## config.mk

```make
export PLATFORM = sky130hd
export DESIGN_NAME = audio_interp_feeder
export DESIGN_NICKNAME = d
export VERILOG_FILES = /design/src/rtl/audio_feeder_pkg.sv /design/src/rtl/audio_sample_fifo.sv /design/src/rtl/audio_interp_feeder.sv
export SDC_FILE = /design/constraint.sdc
export NUM_CORES = 1
export LEC_CHECK = 0
export BUFFER_PORTS_ARGS = -buffer_cell sky130_fd_sc_hd__buf_2
export CAP_MARGIN = 25
export CELL_PAD_IN_SITES_DETAIL_PLACEMENT = 0
export CELL_PAD_IN_SITES_GLOBAL_PLACEMENT = 1
export CORE_ASPECT_RATIO = 1.2
export CORE_MARGIN = 5
export CORE_UTILIZATION = 51
export DETAILED_ROUTE_END_ITERATION = 8
export PLACE_DENSITY = 0.84
export SLEW_MARGIN = 20
export SYNTH_ARGS = -nofsm -noshare
export SYNTH_HDL_FRONTEND = slang
export SYNTH_HIERARCHICAL = 1
export SYNTH_SLANG_ARGS = --single-unit
```

## constraint.sdc

```tcl
create_clock -name clk -period 4.6 [get_ports clk]
set_clock_uncertainty 0.1 [all_clocks]
set_input_delay 0.23 -clock clk [delete_from_list [all_inputs] [get_ports clk]]
set_output_delay 0.23 -clock clk [all_outputs]
set_load 0.02 [all_outputs]
```

## src/rtl/audio_feeder_pkg.sv

```systemverilog
// ---------------------------------------------------------------------------
// audio_feeder_pkg
//
// Shared constants and helpers for the audio interpolating feeder.
//   - default sample width, FIFO depth and ramp length
//   - width helpers for the ramp accumulator and the per-tick step
//   - midscale constant and signed-to-offset-binary conversion
//
// The helpers work on a wide 64-bit word so that any sample width below
// 64 bits can use them; callers cast the result back to their own width.
// ---------------------------------------------------------------------------
package audio_feeder_pkg;

    localparam int SIGNALWIDTH_DEFAULT = 16;
    localparam int FIFO_LOG2_DEFAULT   = 2;
    localparam int RATE_LOG2_DEFAULT   = 10;
    localparam int MAX_WIDTH           = 64;

    // Accumulator holds integer part, RATE_LOG2 fraction bits and one guard
    // bit so a full-scale ramp never overflows.
    function automatic int acc_width(input int sample_width, input int rate_log2);
        return sample_width + rate_log2 + 1;
    endfunction

    // Difference of two signed samples needs exactly one extra bit.
    function automatic int step_width(input int sample_width);
        return sample_width + 1;
    endfunction

    // A one followed by sample_width-1 zeros: signed zero in offset binary.
    function automatic logic [MAX_WIDTH-1:0] midscale(input int sample_width);
        return MAX_WIDTH'(1) << (sample_width - 1);
    endfunction

    // Two's complement to offset binary is just an inversion of the MSB.
    function automatic logic [MAX_WIDTH-1:0] to_offset(input logic [MAX_WIDTH-1:0] sample,
                                                       input int sample_width);
        return sample ^ midscale(sample_width);
    endfunction

endpackage

```

## src/rtl/audio_sample_fifo.sv

```systemverilog
// ---------------------------------------------------------------------------
// audio_sample_fifo
//
// Small synchronous FIFO holding packed stereo frames {left, right}.
// Reads are first-word fall-through: pop_data always shows the oldest entry.
//
// Ports:
//   clk, reset_n   clock, asynchronous active-low reset (empties the FIFO)
//   push_valid     write request; accepted only while not full
//   push_data      frame to store
//   pop            read strobe; ignored while empty
//   pop_data       oldest stored frame
//   level          registered occupancy, 0 .. 2**DEPTH_LOG2
//   full, empty    decoded from the registered level
// ---------------------------------------------------------------------------
module audio_sample_fifo #(
    parameter int DATA_WIDTH = 32,
    parameter int DEPTH_LOG2 = 2
) (
    input  logic                  clk,
    input  logic                  reset_n,
    input  logic                  push_valid,
    input  logic [DATA_WIDTH-1:0] push_data,
    input  logic                  pop,
    output logic [DATA_WIDTH-1:0] pop_data,
    output logic [DEPTH_LOG2:0]   level,
    output logic                  full,
    output logic                  empty
);

    localparam int LEVEL_W = DEPTH_LOG2 + 1;
    localparam logic [DEPTH_LOG2:0] DEPTH = LEVEL_W'(1) << DEPTH_LOG2;

    logic [DATA_WIDTH-1:0] mem [2**DEPTH_LOG2];
    logic [DEPTH_LOG2-1:0] wr_ptr;
    logic [DEPTH_LOG2-1:0] rd_ptr;
    logic                  push_fire;
    logic                  pop_fire;

    // Full/empty come from the registered level only, so a pop in this
    // cycle can never make the FIFO look writable in the same cycle.
    assign full      = (level == DEPTH);
    assign empty     = (level == '0);
    assign push_fire = push_valid && !full;
    assign pop_fire  = pop && !empty;
    assign pop_data  = mem[rd_ptr];

    // Storage array; contents need no reset because the pointers and the
    // level define what is valid.
    always_ff @(posedge clk) begin
        if (push_fire) begin
            mem[wr_ptr] <= push_data;
        end
    end

    // Pointers and occupancy; a simultaneous push and pop leaves the
    // level unchanged.
    always_ff @(posedge clk or negedge reset_n) begin
        if (!reset_n) begin
            wr_ptr <= '0;
            rd_ptr <= '0;
            level  <= '0;
        end else begin
            if (push_fire) begin
                wr_ptr <= wr_ptr + DEPTH_LOG2'(1);
            end
            if (pop_fire) begin
                rd_ptr <= rd_ptr + DEPTH_LOG2'(1);
            end
            case ({push_fire, pop_fire})
                2'b10:   level <= level + LEVEL_W'(1);
                2'b01:   level <= level - LEVEL_W'(1);
                default: level <= level;
            endcase
        end
    end

endmodule

```

## src/rtl/audio_interp_feeder.sv

```systemverilog
// ---------------------------------------------------------------------------
// audio_interp_feeder
//
// Buffers signed stereo PCM frames from the mixer, takes one frame per output
// period and linearly ramps each channel from the old to the new value, then
// presents the result to the DAC as unsigned offset-binary words.
//
// Ports:
//   clk, reset_n   clock, asynchronous active-low reset
//   in_valid       source frame valid
//   in_ready       FIFO can take a frame this cycle
//   in_l, in_r     two's complement samples
//   mute           force the ramp target to signed zero
//   d_l, d_r       offset-binary DAC words (midscale in reset)
//   underrun       one-cycle pulse when a period tick finds the FIFO empty
//   fifo_level     registered FIFO occupancy
// ---------------------------------------------------------------------------
module audio_interp_feeder
    import audio_feeder_pkg::*;
#(
    parameter int SIGNALWIDTH = SIGNALWIDTH_DEFAULT,
    parameter int FIFO_LOG2   = FIFO_LOG2_DEFAULT,
    parameter int RATE_LOG2   = RATE_LOG2_DEFAULT
) (
    input  logic                   clk,
    input  logic                   reset_n,
    input  logic                   in_valid,
    output logic                   in_ready,
    input  logic [SIGNALWIDTH-1:0] in_l,
    input  logic [SIGNALWIDTH-1:0] in_r,
    input  logic                   mute,
    output logic [SIGNALWIDTH-1:0] d_l,
    output logic [SIGNALWIDTH-1:0] d_r,
    output logic                   underrun,
    output logic [FIFO_LOG2:0]     fifo_level
);

    localparam int ACC_W  = acc_width(SIGNALWIDTH, RATE_LOG2);
    localparam int STEP_W = step_width(SIGNALWIDTH);
    localparam logic [SIGNALWIDTH-1:0] MIDSCALE = SIGNALWIDTH'(midscale(SIGNALWIDTH));

    logic [RATE_LOG2-1:0]     phase;
    logic                     tick;
    logic                     fifo_full;
    logic                     fifo_empty;
    logic                     fifo_pop;
    logic [2*SIGNALWIDTH-1:0] fifo_data;
    logic [SIGNALWIDTH-1:0]   frame_sample [2];
    logic [SIGNALWIDTH-1:0]   dac_word [2];

    assign tick     = &phase;
    assign fifo_pop = tick && !fifo_empty;
    assign in_ready = !fifo_full;

    assign frame_sample[0] = fifo_data[2*SIGNALWIDTH-1:SIGNALWIDTH];
    assign frame_sample[1] = fifo_data[SIGNALWIDTH-1:0];

    assign d_l = dac_word[0];
    assign d_r = dac_word[1];

    audio_sample_fifo #(
        .DATA_WIDTH (2*SIGNALWIDTH),
        .DEPTH_LOG2 (FIFO_LOG2)
    ) u_fifo (
        .clk        (clk),
        .reset_n    (reset_n),
        .push_valid (in_valid),
        .push_data  ({in_l, in_r}),
        .pop        (fifo_pop),
        .pop_data   (fifo_data),
        .level      (fifo_level),
        .full       (fifo_full),
        .empty      (fifo_empty)
    );

    // Free-running period counter; the cycle at its maximum is the tick, so
    // the period is exactly 2**RATE_LOG2 cycles. Underrun is registered so
    // it appears as a clean one-cycle pulse after the starved tick.
    always_ff @(posedge clk or negedge reset_n) begin
        if (!reset_n) begin
            phase    <= '0;
            underrun <= 1'b0;
        end else begin
            phase    <= phase + RATE_LOG2'(1);
            underrun <= tick && fifo_empty;
        end
    end

    for (genvar ch = 0; ch < 2; ch++) begin : g_chan
        logic signed [SIGNALWIDTH-1:0] target_q;
        logic signed [SIGNALWIDTH-1:0] target_next;
        logic signed [STEP_W-1:0]      step_q;
        logic signed [STEP_W-1:0]      step_next;
        logic signed [ACC_W-1:0]       acc_q;
        logic [SIGNALWIDTH-1:0]        acc_int;
        logic [SIGNALWIDTH-1:0]        word_q;

        // Mute wins over a fresh frame; an empty FIFO simply repeats the
        // previous target so the output parks at its last value.
        always_comb begin
            target_next = target_q;
            if (mute) begin
                target_next = '0;
            end else if (!fifo_empty) begin
                target_next = frame_sample[ch];
            end
        end

        // One extra bit keeps the difference exact for a full-scale swing.
        assign step_next = {target_next[SIGNALWIDTH-1], target_next}
                         - {target_q[SIGNALWIDTH-1], target_q};

        // Dropping the fraction bits of a two's complement number floors it.
        assign acc_int = acc_q[RATE_LOG2 +: SIGNALWIDTH];

        // The accumulator adds the step on every edge. A step latched on a
        // tick is added over the following 2**RATE_LOG2 edges, the last of
        // which is the next tick, so the ramp always lands on the target
        // exactly with no drift and no divider.
        always_ff @(posedge clk or negedge reset_n) begin
            if (!reset_n) begin
                target_q <= '0;
                step_q   <= '0;
                acc_q    <= '0;
                word_q   <= MIDSCALE;
            end else begin
                acc_q  <= acc_q + {{RATE_LOG2{step_q[STEP_W-1]}}, step_q};
                word_q <= SIGNALWIDTH'(to_offset({{(MAX_WIDTH-SIGNALWIDTH){1'b0}}, acc_int},
                                                 SIGNALWIDTH));
                if (tick) begin
                    target_q <= target_next;
                    step_q   <= step_next;
                end
            end
        end

        assign dac_word[ch] = word_q;
    end

endmodule

```

# --- Word level (Yosys, flattened, before mapping) ---
# Memory sizes are Yosys's and may differ from the RTL's.
# Cells that the tools add are included.
# W data, S select, Z words.
word_totals:
  regBits: 170
  wordCells: 44
  out_inout_bits: 37
  mem_count: 1
  ram_bits: 128
  input_bits: 36
memory_table:
  columns: ["name", "words", "width", "rd", "rd_ports_with_merged_regs", "wr", "line_no", "source"]
  rows:
  - ["u_fifo.mem", 4, 32, 1, 0, 1, "audio_sample_fifo.sv:34", "logic [DATA_WIDTH-1:0] mem [2**DEPTH_LOG2];"]
classes:
  add_sub_neg: 9
  bitwise: 2
  reduce_logical: 9
  muxes: 7
  n_eq_ne: 3
op_table:
  columns: ["cell", "count"]
  rows:
  - ["$mux W16", 4]
  - ["$add A27 B27 Y27", 2]
  - ["$sub A16 B16 Y17", 2]
  - ["$add A10 B1 Y10 const B", 1]
  - ["$reduce_and A10 Y1", 1]
  - ["$pmux W3 S2", 1]
  - ["$add A2 B1 Y2 const B", 2]
  - ["$logic_and A1 B1 Y1", 4]
  - ["$add A3 B1 Y3 const B", 1]
  - ["$eq A3 B3 Y1 const B", 1]
  - ["$logic_not A3 Y1", 1]
  - ["$sub A3 B1 Y3 const B", 1]
  - ["$eq A2 B1 Y1 const B", 1]
  - ["$eq A2 B2 Y1 const B", 1]
  - ["$logic_not A1 Y1", 2]
  - ["$mux W1", 2]
  - ["$not A1 Y1", 2]
  - ["$reduce_bool A2 Y1", 1]

# --- Depth between registers and ports, before layout ---
# Gate-level depths: netlist (run 1).
depth:
  depth_word: 6
  depth_mapped: 15
  depth_no_buf: 13

# --- By module ---
# The synthesis (run 1) kept the hierarchy.
by_module_without_submodules:
  columns: ["mod", "instances", "area_per_inst_um2", "seq_area_each_um2", "cells_per_inst"]
  rows:
  - ["audio_interp_feeder", 1, 9321.4, 4031.4, 965]
  - ["audio_sample_fifo", 1, 5091.1, 4018.9, 205]

# --- Worst setup path before layout (run 1) ---
# No wires, ideal clock.
synth_timing:
  path_type: "register to register"
  start: "register u_fifo.level[0]"
  end: "register g_chan[1].step_q[15]"
  period_less_slack_ns: 3.723
  required_time_ns: 4.365
  stages_incl_launch_ff: 15
  setup_slack_ns: 0.877
  path_buffers: 2
  arrival_time_ns: 3.488
  setup_ns: 0.135
  cell_sequence: "dfrtp_1 nor3_1 clkbuf_1 clkbuf_1 mux2i_1 nor2_1 ha_1 o21a_1 o21a_1 o22a_1 a31oi_1 o21ai_0 a21oi_1 mux2i_1 o22ai_1"
synth_via:
  elab_chain_len: 4
synth_rtl:
  columns: ["item", "line_no", "source"]
  rows:
  - ["from (decl)", "audio_sample_fifo.sv:26", "output logic [DEPTH_LOG2:0] level,"]
  - ["from (signal assigned)", "audio_sample_fifo.sv:71", "2'b10: level <= level + LEVEL_W'(1);"]
  - ["from (signal assigned)", "audio_sample_fifo.sv:72", "2'b01: level <= level - LEVEL_W'(1);"]
  - ["from (signal assigned)", "audio_sample_fifo.sv:73", "default: level <= level;"]
  - ["$logic_not A3 Y1", "audio_sample_fifo.sv:43", "assign empty = (level == '0);"]
  - ["named net fifo_empty", "audio_interp_feeder.sv:45", "logic fifo_empty;"]
  - ["$mux W16", "audio_interp_feeder.sv:104", "end else if (!fifo_empty) begin"]
  - ["$mux W16", "audio_interp_feeder.sv:102", "if (mute) begin"]
  - ["named net g_chan[1].target_next[4]", "audio_interp_feeder.sv:91", "logic signed [SIGNALWIDTH-1:0] target_next;"]
  - ["$sub A16 B16 Y17", "audio_interp_feeder.sv:111", "- {target_q[SIGNALWIDTH-1], target_q};"]
  - ["to (signal assigned)", "audio_interp_feeder.sv:132", "step_q <= step_next;"]
  - ["to (decl)", "audio_interp_feeder.sv:92", "logic signed [STEP_W-1:0] step_q;"]
# The timed path passes the listed nets, and every way through them passes these cells.
# A chain may end at the register's enable or synchronous reset.

# --- Worst setup path after layout (run 1) ---
layout_timing:
  start: "register u_fifo.level[0]"
  end: "register g_chan[0].step_q[16]"
layout_via:
  elab_chain_len: 4
layout_rtl:
  columns: ["item", "line_no"]
  rows:
  - ["$logic_not A3 Y1", "audio_sample_fifo.sv:43"]
  - ["named net fifo_empty", "audio_interp_feeder.sv:45"]
  - ["$mux W16", "audio_interp_feeder.sv:104"]
  - ["$mux W16", "audio_interp_feeder.sv:102"]
  - ["$sub A16 B16 Y17", "audio_interp_feeder.sv:111"]
  - ["to (signal assigned)", "audio_interp_feeder.sv:132"]
  - ["to (decl)", "audio_interp_feeder.sv:92"]
# The timed path passes the listed nets, and every way through them passes these cells.

==> results of run 1 <==
[cell type report]
cell class	instances	area, um^2	share of cell area (%)
sequential	296	8050	49.1
multi-input combinational	777	5950	36.2
timing repair buffer	120	855	5.21
clock buffer	37	776	4.73
tap	379	474	2.89
inverter	58	218	1.33
clock inverter	15	90.1	0.549
[sequential cells by signal, summed over array words and instances (netlist names)]
name and flops:
d_l 16, u_fifo/rd_ptr 2, g_chan.acc_q 52, g_chan.step_q 34, phase 10, u_fifo/mem 128, u_fifo/wr_ptr 2, d_r 16
u_fifo/level 3, g_chan.target_q 32, underrun 1
[layer usage]
metal  track usage [%]  routed length (um)  up-vias
li1                  -                   -     4481
met1              23.5               12200     4249
met2              27.6               12400      139
met3              2.36                 984       33
met4              3.76                 462        0
met5                 0                   0        -
[path summary, 6_finish.rpt]
path / startpoint / to / slack, ps / depth (start not counted)
setup / recovery: u_fifo/level[0]$_DFFE_PN0P_ / g_chan[0].step_q[16]$_DFFE_PN0P_ / 840 / 14
hold / removal: in_valid / u_fifo/wr_ptr[0]$_DFFE_PN0P_ / 50 / 3
setup reg to reg: u_fifo/level[0]$_DFFE_PN0P_ / g_chan[0].step_q[16]$_DFFE_PN0P_ / 840 / 14
hold reg to reg: g_chan[1].acc_q[15]$_DFF_PN0_ / d_r[5]$_DFF_PN0_ / 280 / 0
max in group asynchronous: reset_n / g_chan[0].step_q[0]$_DFFE_PN0P_ / 3130 / 4
min in group asynchronous: reset_n / d_r[14]$_DFF_PN0_ / 90 / 2
[per-stage QoR]
| step | cell area [um^2] | cells | setup WS [ps] | total power [mW] |
|---|---|---|---|---|
| 2_1_floorplan | 14400 | 1170 | 877 | 4.84 |
| 3_3_place_gp | 15200 | 1595 | 905 | 5.32 |
| 3_5_place_dp | 15200 | 1596 | 817 | 5.36 |
| 4_1_cts | 16400 | 1681 | 796 | 7.60 |
| 5_1_grt | 16400 | 1682 | 511 | 7.94 |
| 6_report | 16400 | 1682 | 838 | 7.51 |
[synth_stat cells, drive strengths merged (3+ instances only)]
library cell / n / area (um^2)
o21ai: 100 / 504
xor2: 35 / 307
nand4: 6 / 37.5
o22ai: 5 / 31.3
o211ai: 4 / 30.0
nor2: 75 / 282
a41oi: 3 / 26.3
xnor2: 50 / 438
clkbuf: 27 / 101
inv: 58 / 218
nand3: 23 / 115
mux2i: 34 / 340
or2: 4 / 25.0
a221oi: 4 / 41.3
a21oi: 49 / 253
buf: 12 / 108
a41o: 4 / 40.0
nor2b: 11 / 71.3
and3: 7 / 43.8
o31a: 3 / 26.3
ha: 88 / 1100
edfxtp: 128 / 3840
a21boi: 3 / 22.5
o31ai: 6 / 45.0
dfrtp: 166 / 4150
a31oi: 9 / 62.6
o21a: 12 / 90.1
fa: 5 / 100
and2: 7 / 43.8
a21o: 39 / 294
nand2: 98 / 368
o21bai: 4 / 30.0
a211oi: 11 / 87.6
nor3: 6 / 30.0
mux4: 32 / 736
nand2b: 16 / 100
[critical path, stage by stage, from the launching register on]
cell	delay [ps]
dfrtp_1	460
nor3_2	290
buf_12	290
mux2i_1	110
or2_2	290
ha_1	210
fa_1	410
nor2b_1	110
o21ai_0	100
a21boi_0	350
o22ai_1	250
o31ai_1	270
a21oi_1	120
o21ai_0	150
a31oi_1	100
[report_power, final]
| group | leakage [nW] | switching (mW) | total, mW | internal [mW] |
|---|---|---|---|---|
| Clock | 0.424 | 0.985 | 2.18 | 1.19 |
| Combinational | 3.38 | 1.13 | 1.95 | 0.815 |
| Sequential | 2.85 | 0.144 | 3.38 | 3.24 |
[logic make-up after synthesis]
group           Yosys count  synth area share (%)
flops                   296                  55.9
compound gates          269                  11.9
simple gates            263                  8.28
buf+inv                  97                  2.96
fa+ha+maj                93                  8.33
xor+xnor                 85                  5.17
mux                      67                  7.54
==> impl_metrics.json, run 1 <==
{
  "leakage_nw": 6.65,
  "post_drt_wl_per_cell_um": 15.5,
  "cts_setup_buffers": 0,
  "cts-buffers-inserted": 29,
  "overflow": 0,
  "critical_path.endpoint_type": "flop",
  "worst_hold_path_type": "input port to flop",
  "portBuffers": 72,
  "yosysSeqAreaShare_pct": 55.9,
  "worst_ir_drop_vdd_v": 0.000383,
  "setup.worst_path.start_class": "flop",
  "start_util_pct": 51.6,
  "ctsResizeCount": 0,
  "worst_pin_slew_ps": 648,
  "antennaDiodeCount": 0,
  "synth-edff-count": 128,
  "finalHoldWorstSlack_ps": 48.0,
  "antenna_violating_nets_remaining": 0,
  "global_route.usage.total_pct": 16.7,
  "layout_commonest_cell": "dfrtp_1",
  "maxCapViolations": 0,
  "synthesis_to_layout_area_growth_pct": 13.9,
  "die_w_um": 163,
  "number_of_global_route_vias_before_repair": 9044,
  "num-fill-cells": 2223,
  "period_share_pct": 81.8,
  "clock_sinks": 296,
  "clock_tree.htree_level_count": 1,
  "maximum_number_of_pins_on_one_net_before_global_route_repair": 103,
  "synth_nets": 1299,
  "final_period_minus_worst_setup_slack_ps": 3760,
  "rows": 67,
  "vias": 8902,
  "synthFlopType": "dfrtp_1",
  "clock_path_buffers": 3,
  "die_y_um": 194,
  "highest_count_cells_in_the_layout_ignoring_fill_and_taps": "dfrtp_1 (165), edfxtp_1 (128), nand2_1 (98), o21ai_0 (96), ha_1 (88)",
  "timing.fmax_mhz": 266,
  "timing_hold_violations_final": 0,
  "worst-endpoint-arrival_ps": 4060,
  "synth.ff_latch_count": 296,
  "tritoncts_clock_tree": "built",
  "postSynth.asyncResetShare_pct": 56.8,
  "clockRootBuffer": "clkbuf_16",
  "syn-instance-count": 1170,
  "setup_total_negative_slack_ps": 0,
  "clkTransAtPathRegs_ps": 60,
  "post-route-util_pct": 58.8,
  "drive_gt1_share_pct": 13.5,
  "power_density_mw_per_mm2": 457,
  "clkLatencyLatePin_ps": 550,
  "post_synth_num_cell_types": 69,
  "slew_violations": 0,
  "design.die.area_mm2": 0.0317,
  "nNetsFinal": 1411,
  "post-route-drc-count": 0,
  "viasPerCell": 5.29,
  "place.detailed.hpwl_um": 18000,
  "slew_headroom_pct": 56.8,
  "boundaryPins": 73,
  "drt_pass1_iterations": 5,
  "initialDrtViolationCount": 375,
  "worst-endpoint-required_ps": 4890,
  "rsz0062_at_grt": "no",
  "crit_type": "flop to flop",
  "floorplan.core_area_mm2": 0.0279,
  "cts.hold.buffers_added": 33,
  "grt_antenna_before_repair": 0,
  "setup_viol": 0,
  "first_pass_grt_wire_length_um": 44300,
  "synth.cell_area_mm2": 0.0144,
  "synth.yosys.warnings": 6,
  "run_status": "finished, final reports clean",
  "post_synthesis_mean_instance_area_um2": 12.3,
  "critical_path.max_fanout": 34,
  "gpl.final_weighted_congestion": 0.831,
  "postRouteWirelength_um": 26100
}
No activity file was read; power rests on OpenSTA's default activity.
==> run 2, diff against run 1 <==
--- a/config.mk
+++ b/config.mk
@@ -5,15 +5,16 @@
 export SDC_FILE = /design/constraint.sdc
 export NUM_CORES = 1
 export LEC_CHECK = 0
+export ABC_AREA = 1
 export BUFFER_PORTS_ARGS = -buffer_cell sky130_fd_sc_hd__buf_2
 export CAP_MARGIN = 25
 export CELL_PAD_IN_SITES_DETAIL_PLACEMENT = 0
 export CELL_PAD_IN_SITES_GLOBAL_PLACEMENT = 1
 export CORE_ASPECT_RATIO = 1.2
 export CORE_MARGIN = 5
-export CORE_UTILIZATION = 51
+export CORE_UTILIZATION = 43
 export DETAILED_ROUTE_END_ITERATION = 8
-export PLACE_DENSITY = 0.84
+export PLACE_DENSITY = 0.8
 export SLEW_MARGIN = 20
 export SYNTH_ARGS = -nofsm -noshare
 export SYNTH_HDL_FRONTEND = slang
==> constraint.sdc (replaced) <==
create_clock -name clk -period 3 [get_ports clk]
set_clock_uncertainty 0.1 [all_clocks]
set_input_delay 0.15 -clock clk [delete_from_list [all_inputs] [get_ports clk]]
set_output_delay 0.15 -clock clk [all_outputs]
set_load 0.02 [all_outputs]
==> impl_metrics.json, run 2 <==
{
  "grt_antenna_before_repair": 0,
  "post-route-drc-count": 0,
  "clock_sinks": 296,
  "worst_path_most_repeated_cell": "nand2_1",
  "worst-endpoint-arrival_ps": 3090,
  "final_period_minus_worst_setup_slack_ps": 2730,
  "period_share_pct": 90.9,
  "die_w_um": 189,
  "portion_of_total_power_attributed_to_sequential_cells_pct": 46.2,
  "yosysSeqAreaShare_pct": 48.8,
  "synth.ff_latch_count": 296,
  "synthFlopType": "dfrtp_1",
  "setup.worst_path.start_class": "flop",
  "setup_total_negative_slack_ps": 0,
  "clkPwrFrac_pct": 38.5,
  "post_synth_num_cell_types": 32,
  "synth.cell_area_mm2": 0.0165,
  "crit_chain": "inv_4, buf_4, clkbuf_16, o211ai_1, nand2_1, o21ai_0, a21oi_1, ha_2, nand2_1, nor2_1, nand3_1, nand2_1, nand2_1, nand2_1, nand2_1, nand3_1, nand2_1",
  "floorplan.core_area_mm2": 0.0379,
  "finish.instance_area_mm2": 0.0191,
  "post_drt_wl_per_cell_um": 13.2,
  "highest_count_cells_in_the_layout_ignoring_fill_and_taps": "nand2_1 (686), inv_1 (357), dfrtp_1 (166), edfxtp_1 (128)",
  "post-route-util_pct": 50.3,
  "boundaryPins": 73,
  "clkTransAtPathRegs_ps": 60,
  "initialDrtViolationCount": 558,
  "place.detailed.hpwl_um": 25600,
  "post_synth_main_area_contributors": "dfrtp_1 (25%), edfxtp_1 (23%), nand2_1 (16%)",
  "layout_commonest_cell": "nand2_1",
  "timing_hold_violations_final": 0,
  "clockRootBuffer": "clkbuf_16",
  "setup_viol": 0,
  "reg_top3": "u_fifo/mem x128, g_chan.acc_q x52, g_chan.step_q x34",
  "viasPerCell": 4.75,
  "synth-edff-count": 128,
  "worst_hold_path_type": "input port to asynchronous set/reset pin",
  "critical_path.endpoint_type": "flop",
  "postSynth.asyncResetShare_pct": 56.8,
  "synth.most_common_cell": "nand2_1",
  "number_of_global_route_vias_before_repair": 12484,
  "worst-endpoint-required_ps": 3370,
  "clock_path_buffers": 3,
  "finalHoldWorstSlack_ps": 60.5,
  "tritoncts_clock_tree": "built",
  "global_route.usage.total_pct": 16.8,
  "leakage_nw": 9.22,
  "antennaDiodeCount": 0,
  "rsz0062_at_grt": "yes",
  "maxCapViolations": 0,
  "registers.top_by_ff_count": "u_fifo/mem",
  "design.die.area_mm2": 0.0424,
  "slowest_delay_ps": 410,
  "clkLatencyLatePin_ps": 580,
  "clock_tree.htree_level_count": 1,
  "critical_path.max_fanout": 20,
  "maximum_number_of_pins_on_one_net_before_global_route_repair": 73,
  "intPower_mw": 7.50,
  "synth.yosys.warnings": 6,
  "portBuffers": 72,
  "slew_violations": 0,
  "p_sw_share_pct": 26.9,
  "netlist_top_cells_count": "nand2_1 (689), inv_1 (361), dfrtp_1 (166)",
  "slew_headroom_pct": 51.5,
  "flip_flop_count_of_the_largest_register_after_layout": 128,
  "synth_nets": 2150,
  "crit_type": "flop to flop",
  "slowest_stage": "dfrtp_1",
  "synth.largest_area_cell": "dfrtp_1",
  "drt_pass1_iterations": 5,
  "worst_ir_drop_vdd_v": 0.000493,
  "power_density_mw_per_mm2": 539,
  "p_total_mw": 10.3,
  "p_comb_share_pct": 15.3,
  "drive_gt1_share_pct": 9.57,
  "synthesis_to_layout_area_growth_pct": 15.5,
  "antenna_violating_nets_remaining": 0,
  "first_pass_grt_wire_length_um": 60000,
  "syn-instance-count": 2021,
  "cts-buffers-inserted": 31,
  "worst_pin_slew_ps": 726,
  "p_switching_mw": 2.77,
  "post_synthesis_mean_instance_area_um2": 8.16,
  "postRouteWirelength_um": 35200,
  "die_y_um": 225,
  "synth_top_cell_area_share_pct": 25.2,
  "nNetsFinal": 2289,
  "run_status": "finished, final reports clean",
  "gpl.final_weighted_congestion": 0.865,
  "start_util_pct": 43.6,
  "rows": 78,
  "overflow": 0,
  "vias": 12649,
  "timing.fmax_mhz": 367,
  "placement.cell_area_mm2": 0.0175
}
==> run 2: timing repair <==
item                       CTS  global route
hold endpoints to repair   233             0
setup endpoints to repair    0            23
gates resized for setup      0            32
buffers inserted             0             8
hold buffers                35             0
==> run 2: kinds of logic after synthesis <==
group,share of synthesized area (%)
and+or+nand+nor,23.1
adders and majority gates,7.28
buffers and inverters,10.1
DFF,48.8
xor gates and xnor gates,2.44
AOI/OAI and AO/OA,8.33
==> run 2: power by group through the flow <==
stage / logic (mW) / registers [mW] / clock network, mW
after floorplan: 0.958 / 4.84 / 0
after global placement: 1.47 / 4.80 / 0
after detailed placement: 1.50 / 4.82 / 0
after CTS: 1.55 / 4.74 / 4.09
after global routing: 1.80 / 4.77 / 4.25
final: 1.57 / 4.74 / 3.95
==> run 2: worst paths after layout <==
check,startpoint,to,slack (ps),depth (start not counted)
setup / recovery,u_fifo/rd_ptr[0]$_DFFE_PN0P_,g_chan[0].step_q[15]$_DFFE_PN0P_,270,17
hold / removal,reset_n,d_l[6]$_DFF_PN0_,60,2
setup reg to reg,u_fifo/rd_ptr[0]$_DFFE_PN0P_,g_chan[0].step_q[15]$_DFFE_PN0P_,270,17
hold reg to reg,g_chan[0].acc_q[23]$_DFF_PN0_,d_l[13]$_DFF_PN0_,280,0
max in group asynchronous,reset_n,g_chan[1].target_q[2]$_DFFE_PN0P_,1960,3
min in group clk,in_r[3],u_fifo/mem[1][3]$_DFFE_PP_,210,2
==> run 2: area by class of cell <==
| cell class | count | area, um^2 |
|---|---|---|
| multi-input combinational | 1319 | 6860 |
| inverter | 363 | 1370 |
| tap | 480 | 601 |
| fill | 3633 | 18800 |
| clock inverter | 23 | 269 |
| sequential | 296 | 8050 |
| clock buffer | 34 | 787 |
| timing repair buffer | 149 | 1120 |
==> run 2: stage by stage <==
| step | cells | worst slack, ps |
|---|---|---|
| 6_report | 2664 | 272 |
| 3_5_place_dp | 2563 | 64.2 |
| 5_1_grt | 2664 | -52.5 |
| 4_1_cts | 2655 | 43.2 |
| 3_3_place_gp | 2563 | 131 |
| 2_1_floorplan | 2021 | 161 |
==> run 2: per-layer routing <==
layer / track usage [%] / vias up / wire length, um
met2: 29.9 / 159 / 17100
met4: 3.86 / 0 / 637
met5: 0 / - / 0
met1: 21.9 / 5744 / 16200
li1: - / 6700 / -
met3: 2.28 / 46 / 1280
==> run 2: worst max-delay path, delay by kind of cell (launching register included) <==
family                   cells  cell delay, ps
adder cells (fa/ha/maj)      1             390
AO/OA/AOI/OAI                3             450
flip-flops                   1             410
buffers and inverters        3             400
AND/OR/NAND/NOR             10             860
